### config.mk
export PLATFORM = sky130hd
export DESIGN_NAME = sv_inside_matcher
export DESIGN_NICKNAME = d
export VERILOG_FILES = /design/src/rtl/sv_inside_pkg.sv /design/src/rtl/sv_inside_cmp.sv /design/src/rtl/sv_inside_matcher.sv
export SDC_FILE = /design/constraint.sdc
export NUM_CORES = 1
export LEC_CHECK = 0
export ABC_AREA = 1
export CAP_MARGIN = 20
export CORE_MARGIN = 3
export CORE_UTILIZATION = 45
export DETAILED_ROUTE_END_ITERATION = 10
export PLACE_DENSITY = 0.74
export SETUP_SLACK_MARGIN = 0.3
export SYNTH_ARGS = -nofsm -noshare
export SYNTH_HDL_FRONTEND = slang
export SYNTH_HIERARCHICAL = 1
export SYNTH_SLANG_ARGS = --single-unit
### constraint.sdc
create_clock -name clk -period 4.45 [get_ports clk]
set_input_delay 0.89 -clock clk [delete_from_list [all_inputs] [get_ports clk]]
set_output_delay 0.89 -clock clk [all_outputs]
set_load 0.05 [all_outputs]
### src/rtl/sv_inside_pkg.sv
// Shared types and compare helper for the set-membership engine.
// SV_INSIDE_WILDCARD_EN adds a per-entry wildcard mask to entry_t.
package sv_inside_pkg;

    localparam int MAXW = 64;

    typedef enum logic {
        MODE_RANGE = 1'b0,
        MODE_POINT = 1'b1
    } mode_e;

    typedef struct packed {
        logic            en;
        mode_e           mode;
        logic            sgn;
        logic [MAXW-1:0] lo;
        logic [MAXW-1:0] hi;
`ifdef SV_INSIDE_WILDCARD_EN
        logic [MAXW-1:0] mask;
`endif
    } entry_t;

    // Operands are zero-extended w-bit values; flipping bit w-1 maps a signed
    // compare onto an unsigned one.
    function automatic logic inside_cmp_ge(input logic [MAXW-1:0] a,
                                           input logic [MAXW-1:0] b,
                                           input logic            sgn,
                                           input int unsigned     w);
        logic [MAXW-1:0] top;
        logic [MAXW-1:0] ak;
        logic [MAXW-1:0] bk;
        top = {{(MAXW-1){1'b0}}, 1'b1} << (w - 1);
        ak  = a ^ ({MAXW{sgn}} & top);
        bk  = b ^ ({MAXW{sgn}} & top);
        return ak >= bk;
    endfunction

endpackage

### src/rtl/sv_inside_cmp.sv
// Single table entry matcher: combinational RANGE/POINT test of one query
// in the entry's own signedness context (SV_INSIDE_WILDCARD_EN: masked POINT).
module sv_inside_cmp
    import sv_inside_pkg::*;
#(
    parameter int WIDTH = 8
) (
    input  entry_t           entry,
    input  logic [WIDTH-1:0] q,
    input  logic             q_signed,
    output logic             match
);

    logic [MAXW-1:0] qx;
    logic            sgn;
    logic            range_hit;
    logic            point_hit;

    assign qx  = MAXW'(q);
    assign sgn = q_signed & entry.sgn;

    // lo > hi makes the two halves mutually exclusive, so it never matches.
    assign range_hit = inside_cmp_ge(qx, entry.lo, sgn, WIDTH) &
                       inside_cmp_ge(entry.hi, qx, sgn, WIDTH);

`ifdef SV_INSIDE_WILDCARD_EN
    assign point_hit = ((qx ^ entry.lo) & ~entry.mask) == '0;
`else
    assign point_hit = (qx == entry.lo);
`endif

    assign match = entry.en & ((entry.mode == MODE_POINT) ? point_hit : range_hit);

endmodule

### src/rtl/sv_inside_matcher.sv
// Pipelined "q inside {table}" engine: table, S1/S2 pipeline, priority encoder,
// saturating hit counter. Optional macro: SV_INSIDE_WILDCARD_EN.
module sv_inside_matcher
    import sv_inside_pkg::*;
#(
    parameter  int WIDTH   = 8,
    parameter  int NRANGES = 4,
    parameter  int CNTW    = 16,
    localparam int IW      = (NRANGES > 1) ? $clog2(NRANGES) : 1
) (
    input  logic               clk,
    input  logic               rst_n,
    input  logic               cfg_we,
    input  logic [IW-1:0]      cfg_idx,
    input  logic               cfg_en,
    input  logic               cfg_mode,
    input  logic               cfg_signed,
    input  logic [WIDTH-1:0]   cfg_lo,
    input  logic [WIDTH-1:0]   cfg_hi,
    input  logic [WIDTH-1:0]   cfg_mask,
    input  logic               cfg_clr,
    input  logic               q_valid,
    output logic               q_ready,
    input  logic [WIDTH-1:0]   q_data,
    input  logic               q_signed,
    output logic               r_valid,
    input  logic               r_ready,
    output logic               r_hit,
    output logic [NRANGES-1:0] r_hitmask,
    output logic [IW-1:0]      r_first,
    output logic [CNTW-1:0]    hit_count
);

    entry_t               tbl [NRANGES];
    entry_t               wr_entry;
    logic [2:1]           vld_pipe;
    logic [WIDTH-1:0]     s1_data;
    logic                 s1_sgn;
    logic [NRANGES-1:0]   match;
    logic [IW-1:0]        first;
    logic                 advance;

    always_comb begin
        wr_entry      = '0;
        wr_entry.en   = cfg_en;
        wr_entry.mode = mode_e'(cfg_mode);
        wr_entry.sgn  = cfg_signed;
        wr_entry.lo   = MAXW'(cfg_lo);
        wr_entry.hi   = MAXW'(cfg_hi);
`ifdef SV_INSIDE_WILDCARD_EN
        wr_entry.mask = MAXW'(cfg_mask);
`endif
    end

`ifndef SV_INSIDE_WILDCARD_EN
    logic unused_mask;
    assign unused_mask = ^cfg_mask;
`endif

    // Only the enables need a reset value; the rest is qualified by en.
    always_ff @(posedge clk or negedge rst_n) begin
        if (!rst_n) begin
            for (int i = 0; i < NRANGES; i++) tbl[i].en <= 1'b0;
        end else begin
            for (int i = 0; i < NRANGES; i++) begin
                if (cfg_clr)                          tbl[i].en <= 1'b0;
                else if (cfg_we && int'(cfg_idx) == i) tbl[i]    <= wr_entry;
            end
        end
    end

    assign advance = ~vld_pipe[2] | r_ready;
    assign q_ready = ~vld_pipe[1] | advance;
    assign r_valid = vld_pipe[2];

    for (genvar g = 0; g < NRANGES; g++) begin : g_cmp
        sv_inside_cmp #(.WIDTH(WIDTH)) u_cmp (
            .entry    (tbl[g]),
            .q        (s1_data),
            .q_signed (s1_sgn),
            .match    (match[g])
        );
    end

    always_comb begin
        first = '0;
        for (int i = NRANGES - 1; i >= 0; i--) begin
            if (match[i]) first = IW'(i);
        end
    end

    always_ff @(posedge clk or negedge rst_n) begin
        if (!rst_n) begin
            vld_pipe  <= '0;
            s1_data   <= '0;
            s1_sgn    <= 1'b0;
            r_hit     <= 1'b0;
            r_hitmask <= '0;
            r_first   <= '0;
        end else begin
            if (q_ready) begin
                vld_pipe[1] <= q_valid;
                if (q_valid) begin
                    s1_data <= q_data;
                    s1_sgn  <= q_signed;
                end
            end
            if (advance) begin
                vld_pipe[2] <= vld_pipe[1];
                if (vld_pipe[1]) begin
                    r_hit     <= |match;
                    r_hitmask <= match;
                    r_first   <= first;
                end
            end
        end
    end

    always_ff @(posedge clk or negedge rst_n) begin
        if (!rst_n)                                               hit_count <= '0;
        else if (r_valid && r_ready && r_hit && (hit_count != '1)) hit_count <= hit_count + 1'b1;
    end

endmodule

# After elaboration in Yosys (flattened, before gate mapping)
# Index checks and enable logic that the tools add are counted.
[op_classes] n_addsub=1 n_lt_le_gt_ge=8 n_eq_ne=8 mux=16 bitwise_logic=29 n_reduce_logical=19
[op_table] operator="131-bit 2-to-1 mux" count=4
[op_table] operator="64-bit greater-or-equal comparator" count=8
[op_table] operator="8-bit XOR" count=12
[op_table] operator="8-bit equality test" count=4
[op_table] operator="16-bit by 1-bit adder with 16-bit output (second input constant)" count=1
[op_table] operator="16-bit != test (second input constant)" count=1
[op_table] operator="1-bit bitwise AND" count=12
[op_table] operator="3-bit AND reduction" count=4
[op_table] operator="1-bit 2-to-1 mux" count=8
[op_table] operator="2-bit 2-to-1 mux" count=4
[op_table] operator="2-bit nonzero test" count=4
[op_table] operator="1-bit logical AND" count=7
[op_table] operator="2-bit equality test (second input constant)" count=2
[op_table] operator="2-bit AND reduction" count=2
[op_table] operator="4-bit OR reduction" count=1
[op_table] operator="1-bit inverter" count=3
[op_table] operator="2-bit by 1-bit equality test with 1-bit output (second input constant)" count=1
[op_table] operator="2-bit logical NOT" count=1
[op_table] operator="1-bit OR" count=2
[totals] reg_bits=110 input_bits=44

# Longest topological paths before layout
# Gate-level depths: netlist of the first run.
[depth] depth_word=10 ltp_mapped=15 mapped_depth_nobuf=15

# Cells and area by module
# Netlist of the first run, hierarchy kept.
[modules_own_cells] module="sv_inside_matcher" instances=1 cells_per_inst=316 area_per_inst_um2=4124.0
[modules_own_cells] module="sv_inside_cmp" instances=4 cells_per_inst=206 area_per_inst_um2=927.1

# Worst setup path before layout of the first run
# Ideal clock, no wire load.
[synth_path] path_type="input -> output" start="input r_ready" end="output q_ready" arrival_time_ps=1385 setup_slack_ps=2175 stages=2 cell_sequence="inv_1 -> nand3_1"
[synth_via] elab_chain_cells=2
[synth_rtl] element="start, declared" line="sv_inside_matcher.sv:27" rtl="input logic r_ready,"
[synth_rtl] element="1-bit OR" line="sv_inside_matcher.sv:72" rtl="assign advance = ~vld_pipe[2] | r_ready;"
[synth_rtl] element="1-bit OR" line="sv_inside_matcher.sv:73" rtl="assign q_ready = ~vld_pipe[1] | advance;"
[synth_rtl] element="end, declared" line="sv_inside_matcher.sv:23" rtl="output logic q_ready,"
# Every way passes these cells.

# Final worst setup path of the first run
# Ends and elaborated chain as after synthesis.

==> out/results.ini, run 1 <==
[final_layout]
stdcell_count=1886
drive_gt1_share_pct=3.241
antenna_cells=0
syn_to_final_growth_pct=36.85
final_nets=1762

[logic_synthesis]
synth_compound_area_share_pct=2.764
yosys_warnings=6
avgSynthCellArea_um2=6.871
synth_top_family_by_area=simple AND/OR/NAND/NOR gates
synth_mux_area_share_pct=1.294
syn_area_um2=7833
yosysTopAreaCellShare_pct=27.60
yosysSeqAreaShare_pct=39.74
synth-simple-area-share_pct=39.25
synth_xor_area_share_pct=0.4473
synth_top_cell_by_area=edfxtp_1
synthAdderAreaFrac_pct=9.105
synthCells=1140
ys_types=30
yosys-top-cells-area=edfxtp_1 28%, nand2_1 17%, nor2_1 17%, dfrtp_1 12%, ha_1 9.1%
synth_seq_cells=110

[critical_path]
cp-end-kind=primary output
r2r_slack_ns=2.03
crit_top_cell=clkdlybuf4s50_1
critPathBufInv=3
path_cells=clkdlybuf4s50_1 > inv_1 > nand3_1 > clkdlybuf4s50_1
cpLargestDelayFamily=buffers and inverters
cp_slowest_cell=clkdlybuf4s50_1
cp_max_fo=3
start_kind=primary input
required_ns=3.56
critPathKind=in2out
worstPathArrival_ns=2.38
slowest_delay_ns=0.83

[sta]
min_period_ns=3.275
slew_viol_final=0
final_hold_viol_count=0
fin_crit_sh_pct=73.59
worstMarginPinSlew_ns=0.7874
fin_ws_ns=1.175
worst_hold_slack_ns=0.4791
rsz0062_at_grt=false
setup_viol=0
clock.fmax_mhz=305.4
timing.setup.tns_ns=0
fin_skew_ns=0.006001
slew_headroom_pct=47.31

[clock_network]
cts_setup_buffers=0
cts_buffers=9
ctsHtreeMaxLevel=3
cts_root_buf=clkbuf_16
post_cts_resized=0
clkTransAtPathRegs_ns=0.07
cts-hold-fix-buffers=0
clockBufferDepth=2
cts_num_sinks=110
cts_tree=done
clock_latency_ns=0.34

[pwr]
power_frac_clock_pct=31.9
pwr-share-comb_pct=20.7
pwr-share-seq_pct=47.4
p_total_mw=2.481
power_leakage_nw=6.138
peakVddDrop_mv=0.2370
switching_share_pct=29.15
internal_power_mw=1.758
pwr_density_cell_nw_per_um2=231.4
p_switching_mw=0.7232

[detailed_routing]
wl_um=16390
via_count=7250
drt_iter0_markers=229
antenna_left=0
drt-wirelength-per-cell_um=8.691
dr.pass1.iters=4
drc=0
avgViaCountPerCell=3.844

[global_route]
grt_pass1_wl_um=27930
antenna_found_initial=0
track_usage_pct=18.59
overflow=0
grt_max_degree=39
first_global_vias=6446

[floorplan]
io_pins=69
initial_core_util_pct=46.57
die_area_um2=19020
die_y_um=137.9
core.rowCount=47
die_x_um=137.9
coreArea_um2=16820

[worst_hold_path]
hold_path.class=reg2reg

[placed_design]
routabilityCongestion=0.8659
dp_hpwl_um=13160
pre_cts_ws_ns=1.168
port_buffers=60
post-place-cells=1869

[status]
status=complete, no violations

[flow_run]
cap_viol_max_count=0

==> cell usage after synthesis, drive strengths merged <==
| library cell | n |
|---|---|
| nand2 | 356 |
| nor2 | 349 |
| inv | 146 |
| edfxtp | 72 |
| ha | 57 |
| dfrtp | 38 |
| nand3 | 28 |
| o21ai | 20 |
| a21oi | 18 |
| nand4 | 16 |
| mux2 | 9 |
| nand3b | 5 |
| and2 | 4 |
| nor3 | 4 |
| nor3b | 4 |
| or2 | 4 |
| xnor2 | 3 |
| buf | 2 |
| clkinv | 1 |
| conb | 1 |
| o21a | 1 |
| o31ai | 1 |
| xor2 | 1 |
==> placed cells by master (no fill, tap or decap), drive strengths merged, types with 10 or more instances in the layout <==
cell type      instances
conb                 448
nand2                356
nor2                 349
inv                  146
edfxtp                72
clkdlybuf4s50         59
ha                    57
dfrtp                 38
nand3                 28
o21ai                 20
a21oi                 18
nand4                 16
clkbuf                10
==> layer usage <==
| layer | vias up | routed length (um) | GRT usage [%] |
|---|---|---|---|
| li1 | 4137 | - | - |
| met1 | 3005 | 7376 | 23.48 |
| met2 | 92 | 8178 | 33.11 |
| met3 | 16 | 508 | 1.451 |
| met4 | 0 | 328 | 7.245 |
| met5 | - | 0 | 0 |
==> through the flow <==
step           instance area, um^2  utilization [%]
2_1_floorplan                 9510                -
3_3_place_gp                 10390            61.77
3_5_place_dp                 10420            61.93
4_1_cts                      10710            63.67
5_1_grt                      10720            63.73
6_report                     10720            63.73
==> final timing paths <==
path	startpoint	end	cells past startpoint
setup / recovery	r_ready	q_ready	4
hold / removal	vld_pipe[1]$_DFFE_PN0P_	vld_pipe[2]$_DFFE_PN0P_	2
setup reg to reg	s1_data[0]$_DFFE_PN0P_	r_first[1]$_DFFE_PN0P_	14
hold reg to reg	vld_pipe[1]$_DFFE_PN0P_	vld_pipe[2]$_DFFE_PN0P_	2
max in group asynchronous	rst_n	s1_data[7]$_DFFE_PN0P_	2
min in group asynchronous	rst_n	r_hitmask[3]$_DFFE_PN0P_	2
==> sequential cells by signal, indices dropped and copies added, names as in the netlist <==
register   cells
tbl           76
hit_count     16
s1_data        8
r_hitmask      4
r_first        2
vld_pipe       2
r_hit          1
s1_sgn         1
==> final cells by class <==
| class | instances | area (um^2) |
|---|---|---|
| tap | 220 | 275.3 |
| clock buffer | 10 | 229.0 |
| inverter | 147 | 553.0 |
| timing repair buffer | 65 | 656.9 |
| sequential | 110 | 3113 |
| fill | 1615 | 6100 |
| multi-input combinational | 1328 | 5829 |
| clock inverter | 6 | 62.56 |
==> power groups by stage <==
stage	Clock [mW]	Sequential (mW)	Combinational (mW)
6_report	0.791	1.18	0.514
5_1_grt	0.854	1.18	0.613
4_1_cts	0.810	1.18	0.506
3_5_place_dp	0	1.20	0.501
3_3_place_gp	0	1.20	0.478
2_1_floorplan	0	1.19	0.355
==> kinds of logic (layout without fill, tap and decap cells) <==
logic type               after synthesis  in the layout
AO/OA/AOI/OAI                         40             40
XOR/XNOR                               4              4
adder cells (fa/ha/maj)               57             57
buffers and inverters                149            228
flip-flops                           110            110
multiplexers                           9              9
other                                  1            448
AND/OR/NAND/NOR                      770            770
==> worst reg2reg max path, cell delays in order, from the launching register on <==
cell	delay, ns
dfrtp_1	0.57
inv_1	0.10
ha_1	0.30
nand2_1	0.05
nor2_1	0.21
nor2_1	0.07
nand2_1	0.09
nand2_1	0.06
nand2_1	0.06
nand4_1	0.14
nor2_1	0.24
inv_1	0.11
nand2_1	0.09
nand3_1	0.08
o21ai_0	0.17
(Power assumes the default switching activity.)
==> run 2, diff against run 1 <==
PLACE_DENSITY = 0.76   (was 0.74)
clock period = 2.95 ns   (was 4.45 ns; I/O delays follow)
==> out/results.ini, run 2 (same netlist as run 1, synthesis figures left out) <==
[status]
status=complete, no violations

[global_route]
antenna_found_initial=0
overflow=0
grt_max_degree=39
first_global_vias=6551
track_usage_pct=18.77
grt_pass1_wl_um=28310

[floorplan]
die_y_um=137.9
core.rowCount=47
initial_core_util_pct=46.57
coreArea_um2=16820
die_area_um2=19020
die_x_um=137.9
io_pins=69

[detailed_routing]
wl_um=16500
drt-wirelength-per-cell_um=8.737
avgViaCountPerCell=3.908
drt_iter0_markers=365
dr.pass1.iters=5
antenna_left=0
drc=0
via_count=7378

[sta]
setup_viol=0
rsz0062_at_grt=false
worstMarginPinSlew_ns=0.6428
slew_viol_final=0
fin_skew_ns=0.009372
final_hold_viol_count=0
min_period_ns=2.286
fin_crit_sh_pct=77.51
slew_headroom_pct=57.15
clock.fmax_mhz=437.4
timing.setup.tns_ns=0

[clock_network]
cts_buffers=9
cts_num_sinks=110
ctsHtreeMaxLevel=3
clock_latency_ns=0.35
clockBufferDepth=2
cts_tree=done
clkTransAtPathRegs_ns=0.07
cts-hold-fix-buffers=0
cts_root_buf=clkbuf_16
post_cts_resized=0
cts_setup_buffers=0

[critical_path]
worstPathArrival_ns=1.70
slowest_delay_ns=0.86
required_ns=2.36
r2r_slack_ns=0.72
critPathBufInv=1
cpLargestDelayFamily=buffers and inverters
critPathKind=reg2out
start_kind=flip-flop
path_cells=clkdlybuf4s50_1
cp-end-kind=primary output
cp_slowest_cell=clkdlybuf4s50_1
cp_max_fo=8

[final_layout]
final_nets=1763
syn_to_final_growth_pct=36.26
reg_top3=tbl x76, hit_count x16, s1_data x8
largest_register_ffs=76
fin_area_um2=10670
final_cell_mix=448 x conb_1, 347 x nand2_1, 345 x nor2_1, 140 x inv_1, 72 x edfxtp_1
drive_gt1_share_pct=3.239
largest_register=tbl
final_common_cell=conb_1

[placed_design]
port_buffers=60
dp_hpwl_um=13130
routabilityCongestion=0.8626
place_area_um2=10400

[flow_run]
cap_viol_max_count=0

[pwr]
pwr_density_cell_nw_per_um2=342.3
peakVddDrop_mv=0.3611
power_leakage_nw=6.127

[worst_hold_path]
hold_path.class=in2async

==> run 2: cell types whose count changed in the layout (fill, tap and decap cells not counted), sizes merged <==
cell,delta
buf,+2
bufinv,-1
clkdlybuf4s50,-1
diode,+1
inv,+1
==> run 2: area by class of cell <==
cell class	count	area (um^2)
timing repair buffer	66	638.1
multi-input combinational	1328	5824
clock inverter	6	37.54
antenna	1	2.502
clock buffer	10	229.0
inverter	147	553.0
sequential	110	3113
tap	220	275.3
fill	1580	6146
==> run 2: per-layer routing <==
layer / track usage [%] / routed length [um] / vias to the layer above
met5: 0 / 0 / -
met3: 1.923 / 559 / 24
met1: 23.59 / 7341 / 3090
met2: 33.49 / 8214 / 111
met4: 6.806 / 380 / 0
li1: - / - / 4153
==> run 2: power breakdown <==
| part | switching (mW) | internal (mW) |
|---|---|---|
| logic | 0.472 | 0.297 |
| clock network | 0.535 | 0.570 |
| registers | 0.0835 | 1.69 |
==> run 2: per-stage QoR <==
stage | worst slack, ns | util, % | power, mW | cells | hold slack [ns]
5_1_grt | 0.4877 | 63.44 | 3.897 | 1887 | 0.4346
3_5_place_dp | 0.6837 | 61.86 | 2.559 | 1871 | 0.4787
3_3_place_gp | 0.6657 | 61.86 | 2.524 | 1871 | 0.4564
2_1_floorplan | 0.8653 | - | 2.330 | 1587 | 0.2944
4_1_cts | 0.6560 | 63.44 | 3.660 | 1887 | 0.4254
6_report | 0.6636 | 63.46 | 3.653 | 1888 | 0.4027
==> run 2: worst reg2reg max path: cells and delay by family, from the launching register on <==
kind	cells	cell delay, ns
AND/OR/NAND/NOR	9	1.03
AO/OA/AOI/OAI	1	0.07
flip-flops	1	0.57
adder cells (fa/ha/maj)	1	0.28
buffers and inverters	2	0.17
==> run 2: path summary, 6_finish.rpt <==
path	end	cells past startpoint	from
max reg2reg	r_first[0]$_DFFE_PN0P_	13	s1_data[0]$_DFFE_PN0P_
min reg2reg	vld_pipe[2]$_DFFE_PN0P_	2	vld_pipe[1]$_DFFE_PN0P_
min in group clk	vld_pipe[2]$_DFFE_PN0P_	2	vld_pipe[1]$_DFFE_PN0P_
max	hit_count[10]	1	hit_count[10]$_DFFE_PN0P_
max in group asynchronous	s1_data[4]$_DFFE_PN0P_	2	rst_n
min	vld_pipe[2]$_DFFE_PN0P_	2	rst_n
